===== config.mk =====
export PLATFORM = sky130hd
export DESIGN_NAME = arp_ctrl
export DESIGN_NICKNAME = d
export VERILOG_FILES = /design/src/rtl/arp_ctrl_pkg.sv /design/src/rtl/arp_ctrl_timer.sv /design/src/rtl/arp_ctrl.sv
export SDC_FILE = /design/constraint.sdc
export NUM_CORES = 1
export LEC_CHECK = 0
export ABC_CLOCK_PERIOD_IN_PS = 4450
export CAP_MARGIN = 0
export CORE_MARGIN = 3
export CORE_UTILIZATION = 38
export CTS_CLUSTER_DIAMETER = 80
export CTS_CLUSTER_SIZE = 40
export DETAILED_ROUTE_END_ITERATION = 16
export PLACE_DENSITY = 0.63
export SETUP_SLACK_MARGIN = 0.2
export SYNTH_ARGS = -nofsm -noshare
export SYNTH_HDL_FRONTEND = slang
export SYNTH_HIERARCHICAL = 1
export SYNTH_SLANG_ARGS = --single-unit

===== constraint.sdc =====
create_clock -name clk -period 4.45 [get_ports clk]
set_input_delay 0.89 -clock clk [delete_from_list [all_inputs] [get_ports clk]]
set_output_delay 0.89 -clock clk [all_outputs]
set_load 0.005 [all_outputs]

===== src/rtl/arp_ctrl_pkg.sv =====
// Shared types and constants for the ARP sequencer (arp_ctrl and its timer).
package arp_pkg;

  typedef enum logic [2:0] {
    IDLE,
    TX_RSP,
    TX_REQ,
    WAIT_TX,
    WAIT_RSP
  } arp_state_t;

  localparam logic        ARP_OP_REQ = 1'b0;
  localparam logic        ARP_OP_RSP = 1'b1;
  localparam logic [47:0] BCAST_MAC  = 48'hFFFF_FFFF_FFFF;

  function automatic int unsigned max_u(input int unsigned a, input int unsigned b);
    return (a > b) ? a : b;
  endfunction

endpackage


===== src/rtl/arp_ctrl_timer.sv =====
// Loadable down-counter that saturates at zero; expired pulses on the 1->0 step.
module arp_ctrl_timer #(
  parameter int unsigned W = 8
) (
  input  logic         clk,
  input  logic         rst,
  input  logic         load,
  input  logic [W-1:0] load_val,
  input  logic         en,
  output logic         expired,
  output logic         zero
);

  logic [W-1:0] count;

  always_ff @(posedge clk) begin
    if (rst)
      count <= '0;
    else if (load)
      count <= load_val;
    else if (en && count != '0)
      count <= count - W'(1);
  end

  assign expired = en && !load && (count == W'(1));
  assign zero    = (count == '0);

endmodule


===== src/rtl/arp_ctrl.sv =====
// ARP sequencer: answers ARP requests, resolves a target IP with timeout/retry.
// Optional periodic re-resolve of the cached entry with ARP_CTRL_REFRESH_EN.
module arp_ctrl
  import arp_pkg::*;
#(
  parameter int unsigned TIMEOUT_CYCLES = 125_000_000,
  parameter int unsigned MAX_RETRY      = 3,
  parameter int unsigned REFRESH_CYCLES = 625_000_000
) (
  input  logic        clk,
  input  logic        rst,
  input  logic        arp_rx_done,
  input  logic        arp_rx_type,
  input  logic [47:0] src_mac,
  input  logic [31:0] src_ip,
  input  logic        tx_done,
  output logic        arp_tx_en,
  output logic        arp_tx_type,
  output logic [47:0] des_mac,
  output logic [31:0] des_ip,
  input  logic        resolve_req,
  input  logic [31:0] target_ip,
  output logic        resolved,
  output logic [47:0] resolved_mac,
  output logic [31:0] resolved_ip,
  output logic        resolve_fail,
  output logic        busy
);

  localparam int unsigned TMR_W = $clog2(max_u(TIMEOUT_CYCLES, REFRESH_CYCLES) + 1);
  localparam int unsigned RTY_W = $clog2(MAX_RETRY + 1);
  localparam logic [RTY_W-1:0] RTY_LAST = RTY_W'(MAX_RETRY - 1);

  arp_state_t state, state_nx;

  logic             rsp_pend;
  logic [47:0]      rsp_mac;
  logic [31:0]      rsp_ip;
  logic             req_pend, active, wait_armed;
  logic [31:0]      tgt_ip;
  logic [RTY_W-1:0] retry_cnt;

  logic rx_req, rx_match, req_take, ref_take;
  logic tmo_load, tmo_expired, tmo_zero, tmo_hit;
  logic do_retry, do_fail;

  assign rx_req   = arp_rx_done && (arp_rx_type == ARP_OP_REQ);
  assign rx_match = arp_rx_done && (arp_rx_type == ARP_OP_RSP) && (src_ip == tgt_ip);
  assign req_take = resolve_req && !active;
  // A timeout that fired during a reply detour leaves the counter at zero.
  assign tmo_hit  = tmo_expired || tmo_zero;

  assign arp_tx_en = (state == TX_RSP) || (state == TX_REQ);
  assign busy      = (state != IDLE);

  arp_ctrl_timer #(.W(TMR_W)) u_tmo (
    .clk      (clk),
    .rst      (rst),
    .load     (tmo_load),
    .load_val (TMR_W'(TIMEOUT_CYCLES)),
    .en       (wait_armed),
    .expired  (tmo_expired),
    .zero     (tmo_zero)
  );

`ifdef ARP_CTRL_REFRESH_EN
  logic ref_expired, ref_zero, refresh_due;

  arp_ctrl_timer #(.W(TMR_W)) u_ref (
    .clk      (clk),
    .rst      (rst),
    .load     (rx_match),
    .load_val (TMR_W'(REFRESH_CYCLES)),
    .en       (resolved),
    .expired  (ref_expired),
    .zero     (ref_zero)
  );

  // A reload since expiry (fresh reply) suppresses a stale refresh.
  assign ref_take = refresh_due && ref_zero && resolved && (state == IDLE) &&
                    !active && !resolve_req;

  always_ff @(posedge clk) begin
    if (rst)
      refresh_due <= 1'b0;
    else if (ref_take)
      refresh_due <= 1'b0;
    else if (ref_expired)
      refresh_due <= 1'b1;
  end
`else
  assign ref_take = 1'b0;
`endif

  always_ff @(posedge clk) begin
    if (rst)
      state <= IDLE;
    else
      state <= state_nx;
  end

  always_comb begin
    state_nx = state;
    tmo_load = 1'b0;
    do_retry = 1'b0;
    do_fail  = 1'b0;
    case (state)
      IDLE: begin
        if (rsp_pend)
          state_nx = TX_RSP;
        else if (req_pend)
          state_nx = TX_REQ;
      end
      TX_RSP, TX_REQ: state_nx = WAIT_TX;
      WAIT_TX: begin
        if (tx_done) begin
          if (arp_tx_type == ARP_OP_REQ && active && !rx_match) begin
            state_nx = WAIT_RSP;
            tmo_load = 1'b1;
          end else if (wait_armed && active && !rx_match) begin
            state_nx = WAIT_RSP;
          end else begin
            state_nx = IDLE;
          end
        end
      end
      WAIT_RSP: begin
        if (rx_match || !active)
          state_nx = IDLE;
        else if (rsp_pend)
          state_nx = TX_RSP;
        else if (tmo_hit) begin
          if (retry_cnt < RTY_LAST) begin
            do_retry = 1'b1;
            state_nx = TX_REQ;
          end else begin
            do_fail  = 1'b1;
            state_nx = IDLE;
          end
        end
      end
      default: state_nx = IDLE;
    endcase
  end

  always_ff @(posedge clk) begin
    if (rst) begin
      rsp_pend     <= 1'b0;
      rsp_mac      <= '0;
      rsp_ip       <= '0;
      req_pend     <= 1'b0;
      active       <= 1'b0;
      wait_armed   <= 1'b0;
      tgt_ip       <= '0;
      retry_cnt    <= '0;
      arp_tx_type  <= 1'b0;
      des_mac      <= '0;
      des_ip       <= '0;
      resolved     <= 1'b0;
      resolved_mac <= '0;
      resolved_ip  <= '0;
      resolve_fail <= 1'b0;
    end else begin
      // A request seen while its predecessor is being taken stays pending.
      if (rx_req) begin
        rsp_pend <= 1'b1;
        rsp_mac  <= src_mac;
        rsp_ip   <= src_ip;
      end else if (state_nx == TX_RSP) begin
        rsp_pend <= 1'b0;
      end

      if (state_nx == TX_RSP) begin
        arp_tx_type <= ARP_OP_RSP;
        des_mac     <= rsp_mac;
        des_ip      <= rsp_ip;
      end else if (state_nx == TX_REQ) begin
        arp_tx_type <= ARP_OP_REQ;
        des_mac     <= BCAST_MAC;
        des_ip      <= tgt_ip;
      end

      if (tmo_load)
        wait_armed <= 1'b1;
      else if (state_nx == IDLE || state_nx == TX_REQ)
        wait_armed <= 1'b0;

      resolve_fail <= do_fail;
      if (state == IDLE && state_nx == TX_REQ)
        req_pend <= 1'b0;
      if (do_retry)
        retry_cnt <= retry_cnt + RTY_W'(1);
      if (do_fail) begin
        active <= 1'b0;
`ifdef ARP_CTRL_REFRESH_EN
        resolved <= 1'b0;
`endif
      end

      if (rx_match) begin
        resolved     <= 1'b1;
        resolved_mac <= src_mac;
        resolved_ip  <= src_ip;
        req_pend     <= 1'b0;
        active       <= 1'b0;
      end else if (req_take) begin
        req_pend  <= 1'b1;
        active    <= 1'b1;
        tgt_ip    <= target_ip;
        retry_cnt <= '0;
        if (target_ip != resolved_ip)
          resolved <= 1'b0;
      end else if (ref_take) begin
        req_pend  <= 1'b1;
        active    <= 1'b1;
        tgt_ip    <= resolved_ip;
        retry_cnt <= '0;
      end
    end
  end

endmodule

* After elaboration in Yosys (flattened, before gate mapping)
Index checks and enable logic that the tools add are counted.
** Storage, ports and cells
- Register bits :: 314
- Input port bits :: 118
- Output and inout port bits :: 165
- Word-level logic and storage cells :: 115
** Cells by class
- Add/sub/neg operators :: 2
- Order comparisons :: 1
- Equal/unequal tests :: 9
- Muxes and demuxes :: 45
- Bitwise logic cells :: 3
- Reductions and logical operators :: 37
** Operators with widths (number)
- $mux 48 :: 2
- $mux 32 :: 2
- $mux 27 :: 2
- $eq 32x32->1 :: 1
- $ne 32x32->1 :: 1
- $eq 30x1->1 const B :: 1
- $logic_not 30->1 :: 1
- $reduce_bool 30->1 :: 1
- $sub 30x1->30 const B :: 1
- $mux 1 :: 26
- $mux 3 :: 8
- $reduce_bool 2->1 :: 8
- $logic_and 1x1->1 :: 12
- $pmux 3 s4 :: 1
- $eq 3x2->1 const B :: 3
- $mux 2 :: 4
- $eq 3x1->1 const B :: 2
- $logic_not 3->1 :: 2
- $reduce_or 2->1 :: 3
- $logic_or 1x1->1 :: 4
- $reduce_and 2->1 :: 2
- $eq 3x3->1 const B :: 1
- $logic_not 1->1 :: 3
- $not 1->1 :: 3
- other kinds (3) :: 3

* Longest topological paths before layout
- Word-level depth :: 19
- Gate-level depth with buffers :: 19
- Mapped depth without buffers :: 14

* Hierarchy
Netlist, hierarchy kept.
** By module, submodules not included
- arp_ctrl :: times used 1, cells each 1260, area an instance 10851.7 µm², sequential area each 5685.5 µm²
- arp_ctrl_timer :: times used 1, cells each 234, area an instance 1903.1 µm², sequential area each 600.6 µm²

* Worst setup path before layout
OpenSTA, ideal clock, no wires.
- Kind :: input to register
- From :: input src_ip[24]
- To :: register des_ip[0]
- Setup time :: 0.119 ns
- Arrival time :: 3.860 ns
- Required time :: 4.331 ns
- Slack :: 0.471 ns
- Stages on the path :: 18
- Path buffers :: 4
- Cell sequence :: xnor2_1 -> nand4_1 -> nor4_1 -> a31oi_1 -> and3_1 -> clkbuf_1 -> inv_1 -> clkbuf_1 -> nand4_1 -> nor4_1 -> nor2_1 -> a32oi_1 -> nand2_1 -> a2bb2o_4 -> buf_6 -> clkbuf_1 -> a21oi_1 -> o221a_1
** Between the ends
- Cells in the longest elaborated chain, start to end :: 17
- Elaborated cells between the ends (all ways) :: 24
- Those cells by class :: 3 x eq/ne; 11 x mux; 10 x reduce/logical
** RTL lines
- from (decl) :: line arp_ctrl.sv:15 : input logic [31:0] src_ip,
- $eq 32x32->1 (*) :: line arp_ctrl.sv:48 : assign rx_match = arp_rx_done && (arp_rx_type == ARP_OP_RSP) && (src_ip == tgt_ip);
- $logic_and 1x1->1 (*) :: line arp_ctrl.sv:48
- $logic_not 1->1 (*) :: line arp_ctrl.sv:117 : if (arp_tx_type == ARP_OP_REQ && active && !rx_match) begin
- $logic_and 1x1->1 (*) :: line arp_ctrl.sv:117
- $mux 1 (*) :: line arp_ctrl.sv:117
- $mux 1 (*) :: line arp_ctrl.sv:116 : if (tx_done) begin
- $mux 1 (*) :: line arp_ctrl.sv:107 : case (state)
- via tmo_load :: line arp_ctrl.sv:44 : logic tmo_load, tmo_expired, tmo_zero, tmo_hit;
- [3 not listed]
- via tmo_expired :: line arp_ctrl.sv:44
- $logic_or 1x1->1 (*) :: line arp_ctrl.sv:51 : assign tmo_hit = tmo_expired || tmo_zero;
- $mux 3 (*) :: line arp_ctrl.sv:132 : else if (tmo_hit) begin
- $mux 3 (*) :: line arp_ctrl.sv:130 : else if (rsp_pend)
- $mux 3 (*) :: line arp_ctrl.sv:128 : if (rx_match || !active)
- $pmux 3 s4 (*) :: line arp_ctrl.sv:107
- $eq 3x1->1 / $eq 3x2->1 (equally long branches) :: line arp_ctrl.sv:173, arp_ctrl.sv:177
- $mux 32 / $reduce_bool 2->1 (equally long branches)
- to (signal assigned) :: line arp_ctrl.sv:176 : des_ip <= rsp_ip;
- to (signal assigned) :: line arp_ctrl.sv:180 : des_ip <= tgt_ip;
- to (decl) :: line arp_ctrl.sv:20 : output logic [31:0] des_ip,
The timed path passes the listed nets; every way through them passes the cells marked *.
A chain may end at the register's enable or synchronous reset.

* Worst setup path in the final report
- From :: input src_ip[3]
- To :: register des_mac[26]
** Between the ends
- Cells in the longest elaborated chain, start to end :: 17
- Elaborated cells between the ends (all ways) :: 24
- Those cells by class :: 3 x eq/ne; 11 x mux; 10 x reduce/logical
** RTL lines
- $eq 32x32->1 (*) :: line arp_ctrl.sv:48
- $logic_and 1x1->1 (*) :: line arp_ctrl.sv:48
- $logic_not 1->1 (*) :: line arp_ctrl.sv:117
- $logic_and 1x1->1 (*) :: line arp_ctrl.sv:117
- $mux 1 (*) :: line arp_ctrl.sv:117
- $mux 1 (*) :: line arp_ctrl.sv:116
- $mux 1 (*) :: line arp_ctrl.sv:107
- via tmo_load :: line arp_ctrl.sv:44
- [3 not listed]
- via tmo_expired :: line arp_ctrl.sv:44
- $logic_or 1x1->1 (*) :: line arp_ctrl.sv:51
- $mux 3 (*) :: line arp_ctrl.sv:132
- $mux 3 (*) :: line arp_ctrl.sv:130
- $mux 3 (*) :: line arp_ctrl.sv:128
- $pmux 3 s4 (*) :: line arp_ctrl.sv:107
- $eq 3x1->1 / $eq 3x2->1 (equally long branches) :: line arp_ctrl.sv:173, arp_ctrl.sv:177
- $mux 48 / $reduce_bool 2->1 (equally long branches)
- to (signal assigned) :: line arp_ctrl.sv:175 : des_mac <= rsp_mac;
- to (decl) :: line arp_ctrl.sv:19 : output logic [47:0] des_mac,
Marked as above.

==> flow_summary.toml <==
[critical_path]
required_ps = 4930
critPathKind = "in -> reg"
crit_chain = "clkdlybuf4s50_1, xnor2_1, nand4_1, nor4_1, a31oi_1, and3_1, inv_1, nand4_1, nor4_1, nor2_1, a32oi_1, nand2_1, a2bb2o_4, nand2b_4, buf_12, o221a_1"
r2r_slack_ps = 960
path_max_fanout = 39
critPathLaunch = "src_ip[3]"
r2r-start = "tgt_ip[3]"
cp.arrival_ps = 4490
cp-endpoint = "des_mac[26]"
critPathMaxStageDelay_ps = 470
crit_slowest_cell = "clkdlybuf4s50_1"
worstSetupEndpointType = "register"
r2r_end = "des_mac[26]"
crit_path_start_kind = "input pin"
rr_worst_depth = 15

[layout]
area_growth_pct = 30.0
fillers = 3128
nNetsFinal = 1855
register_area_um2 = 6290
drive_above_1_share_pct = 4.13
fin_area_um2 = 16600
fin_cells = 2188
multi_input_area_um2 = 5900

[synthesis]
synth_cells = 1494
synth_compound_area_share_pct = 21.1
ys_async_sr_fraction_pct = 0
yosysTopAreaCell = "dfxtp_1"
muxShareOfSynthArea_pct = 0.0785
synth_top_family_by_area = "compound AO/OA/AOI/OAI gates"
ys_top_cells_by_area = "dfxtp_1 (49%), nand2_1 (12%), a21oi_1 (9.1%)"
yosysSeqAreaShare_pct = 49.3
yosys.area_share.xor_xnor_pct = 4.88
synth.avg_cell_area_um2 = 8.54
synth-adder-area-share_pct = 0.196
ys_ff_latch = 314
synth_edf_count = 0
yosys_warnings = 6
synthFlopType = "dfxtp_1"
ys_types = 61
synth_top_area_share_pct = 49.3
syn-cell-area_um2 = 12800
synthSimpleGateAreaFrac_pct = 18.8

[clocking]
cts_tree = "done"
htreeDepth = 1
cts_buffer_depth = 3
postCtsHoldBufs = 0
cts.reportedPaths.clkPinSlew_ps = 130
cts_resized = 0
cts_buffers = 16
clk_latency_ps = 530
cts-root-buf = "clkbuf_16"
cts.sinks = 314
cts_setup_buffers = 0

[grt]
busiest_layer = "met2"
use_met1_pct = 28.8
grt_max_degree = 116
grtUsageMet3_pct = 4.22
grtUsageTotal_pct = 21.3
antenna_found_initial = 2
first_global_vias = 10800
grt_pass1_wl_mm = 61.7
use_met2_pct = 35.5
gr-total-overflow = 0

[place]
placedCellCount = 2159
place_area_um2 = 16000
finalWeightedCongestion = 0.839
hpwl_mm = 27.1
portBuffers = 282

[timing]
final.setup_skew_ps = 46.5
finalCritPeriodShare_pct = 90.0
max_freq_ghz = 0.250
hold_viol = 0
finalSetupViolCount = 0
rsz0062_at_grt = "false"
tightest_slew_ps = 1060
final-max-slew-violation-count = 0
slew_headroom_pct = 29.4
tns_ps = 0
min_period_ps = 4000

[die]
core_um2 = 32800
ios = 283
die_h_um = 189
initial_core_util_pct = 38.9
die_width_um = 189
rows = 66
dieArea_um2 = 35800

[route]
drc = 0
via_count = 11500
drtAntennaViolNets = 0
routedWlPerCell_um = 18.3
initialDrtViolationCount = 740
via_per_inst = 5.26
dr.pass1.iters = 5
finalWirelength_mm = 40.1

[job]
cap_violations = 0

[min_path]
hp-class = "reg -> reg"

[pwr]
vdd_drop_max_v = 0.000245
p_per_area_nw_per_um2 = 379
p_leak_nw = 5.76

[status]
status = "completed"
[area by class of cell]
cell class                      instances  share of cell area, %
Clock inverter                          8                  0.792
Sequential cell                       314                   37.9
Timing Repair Buffer                  309                   18.7
Multi-Input combinational cell       1049                   35.6
Tap cell                              442                   3.34
Inverter                               45                   1.02
Clock buffer                           19                   2.61
Antenna cell                            2                 0.0302
[state kept, by name, indices dropped and copies added, names as in the netlist]
signal	flops
resolved_mac	48
tgt_ip	32
rsp_ip	32
req_pend	1
rsp_mac	48
state	3
u_tmo/count	30
resolve_fail	1
des_ip	32
active	1
retry_cnt	2
rsp_pend	1
wait_armed	1
arp_tx_type	1
des_mac	48
resolved_ip	32
resolved	1
[logic make-up (layout without fill, tap and decap cells)]
kind of cell / after synthesis / in the layout
DFF: 314 / 314
buffers and inverters: 159 / 381
muxes: 1 / 1
AOI/OAI and AO/OA: 385 / 385
xor gates and xnor gates: 71 / 71
and+or+nand+nor: 560 / 560
other: 2 / 32
adders and majority gates: 2 / 2
[worst max-delay path: cells and delay by family]
kind                   cells  cell delay [ps]
buffers and inverters      3              780
XOR/XNOR                   1              410
AO/OA/AOI/OAI              4              920
AND/OR/NAND/NOR            8             1470
[worst min-delay path by stage]
stage / cells past startpoint / end / start / slack (ps)
after CTS: 2 / resolved_mac[44] / resolved_mac[44] / 460
final: 2 / resolved_mac[44] / resolved_mac[44] / 450
after global placement: 2 / resolved_mac[42] / resolved_mac[42] / 440
after global routing: 2 / resolved_mac[27] / resolved_mac[27] / 480
after floorplan: 2 / rsp_ip[0] / rsp_ip[0] / 440
after detailed placement: 2 / resolved_mac[4] / resolved_mac[4] / 440
[Yosys cell counts, types with 4 or more instances]
master    number
nand2_1      409
dfxtp_1      314
a21oi_1      231
o221a_1       80
clkbuf_1      77
inv_1         45
xor2_1        38
nor2_1        37
xnor2_1       33
nor4_1        21
buf_2         20
nor3_1        20
nand4_1       19
a311oi_1      14
or3_1         13
buf_6         11
a211oi_1      10
nand3_1        8
or4_1          8
o21ai_0        7
o31ai_1        7
buf_1          5
a31oi_1        4
nand2b_1       4
nor2b_1        4
o21ai_1        4
[metal layers]
metal / wire length (um) / share of wire [%]
met2: 18900 / 47
met1: 17900 / 45
met5: 13 / 0.032
met3: 2660 / 6.6
met4: 658 / 1.6
[where the power goes]
part           switching (mW)  internal (mW)
logic                   0.600          0.671
clock network            1.05          0.764
registers               0.154           3.04
[metrics by stage]
step                      hold slack [ps]  setup WS (ps)  total power [mW]  utilization [%]
after floorplan                       437            471              3.81                -
after global routing                  481            274              6.54             50.6
after CTS                             458            549              6.33             50.6
final                                 455            445              6.28             50.6
after detailed placement              444           18.1              4.53             48.8
after global placement                437            116              4.52             48.8
[placed cells by master (no fill, tap or decap), types with 3 or more instances in the layout]
cell	n
a211oi_1	10
a21oi_1	231
a311oi_1	14
a311oi_2	3
a31oi_1	4
and4_1	3
buf_12	6
buf_4	21
clkbuf_16	17
clkdlybuf4s50_1	281
clkinv_8	3
conb_1	30
dfxtp_1	314
inv_1	45
nand2_1	409
nand2b_1	3
nand3_1	7
nand4_1	19
nor2_1	36
nor2b_1	3
nor3_1	20
nor4_1	21
o21ai_0	7
o21ai_1	3
o221a_1	80
o31ai_1	7
o41ai_1	3
or2_2	3
or3_1	13
or4_1	8
xnor2_1	33
xor2_1	38
Note: power is estimated with default switching activity, not from simulation.
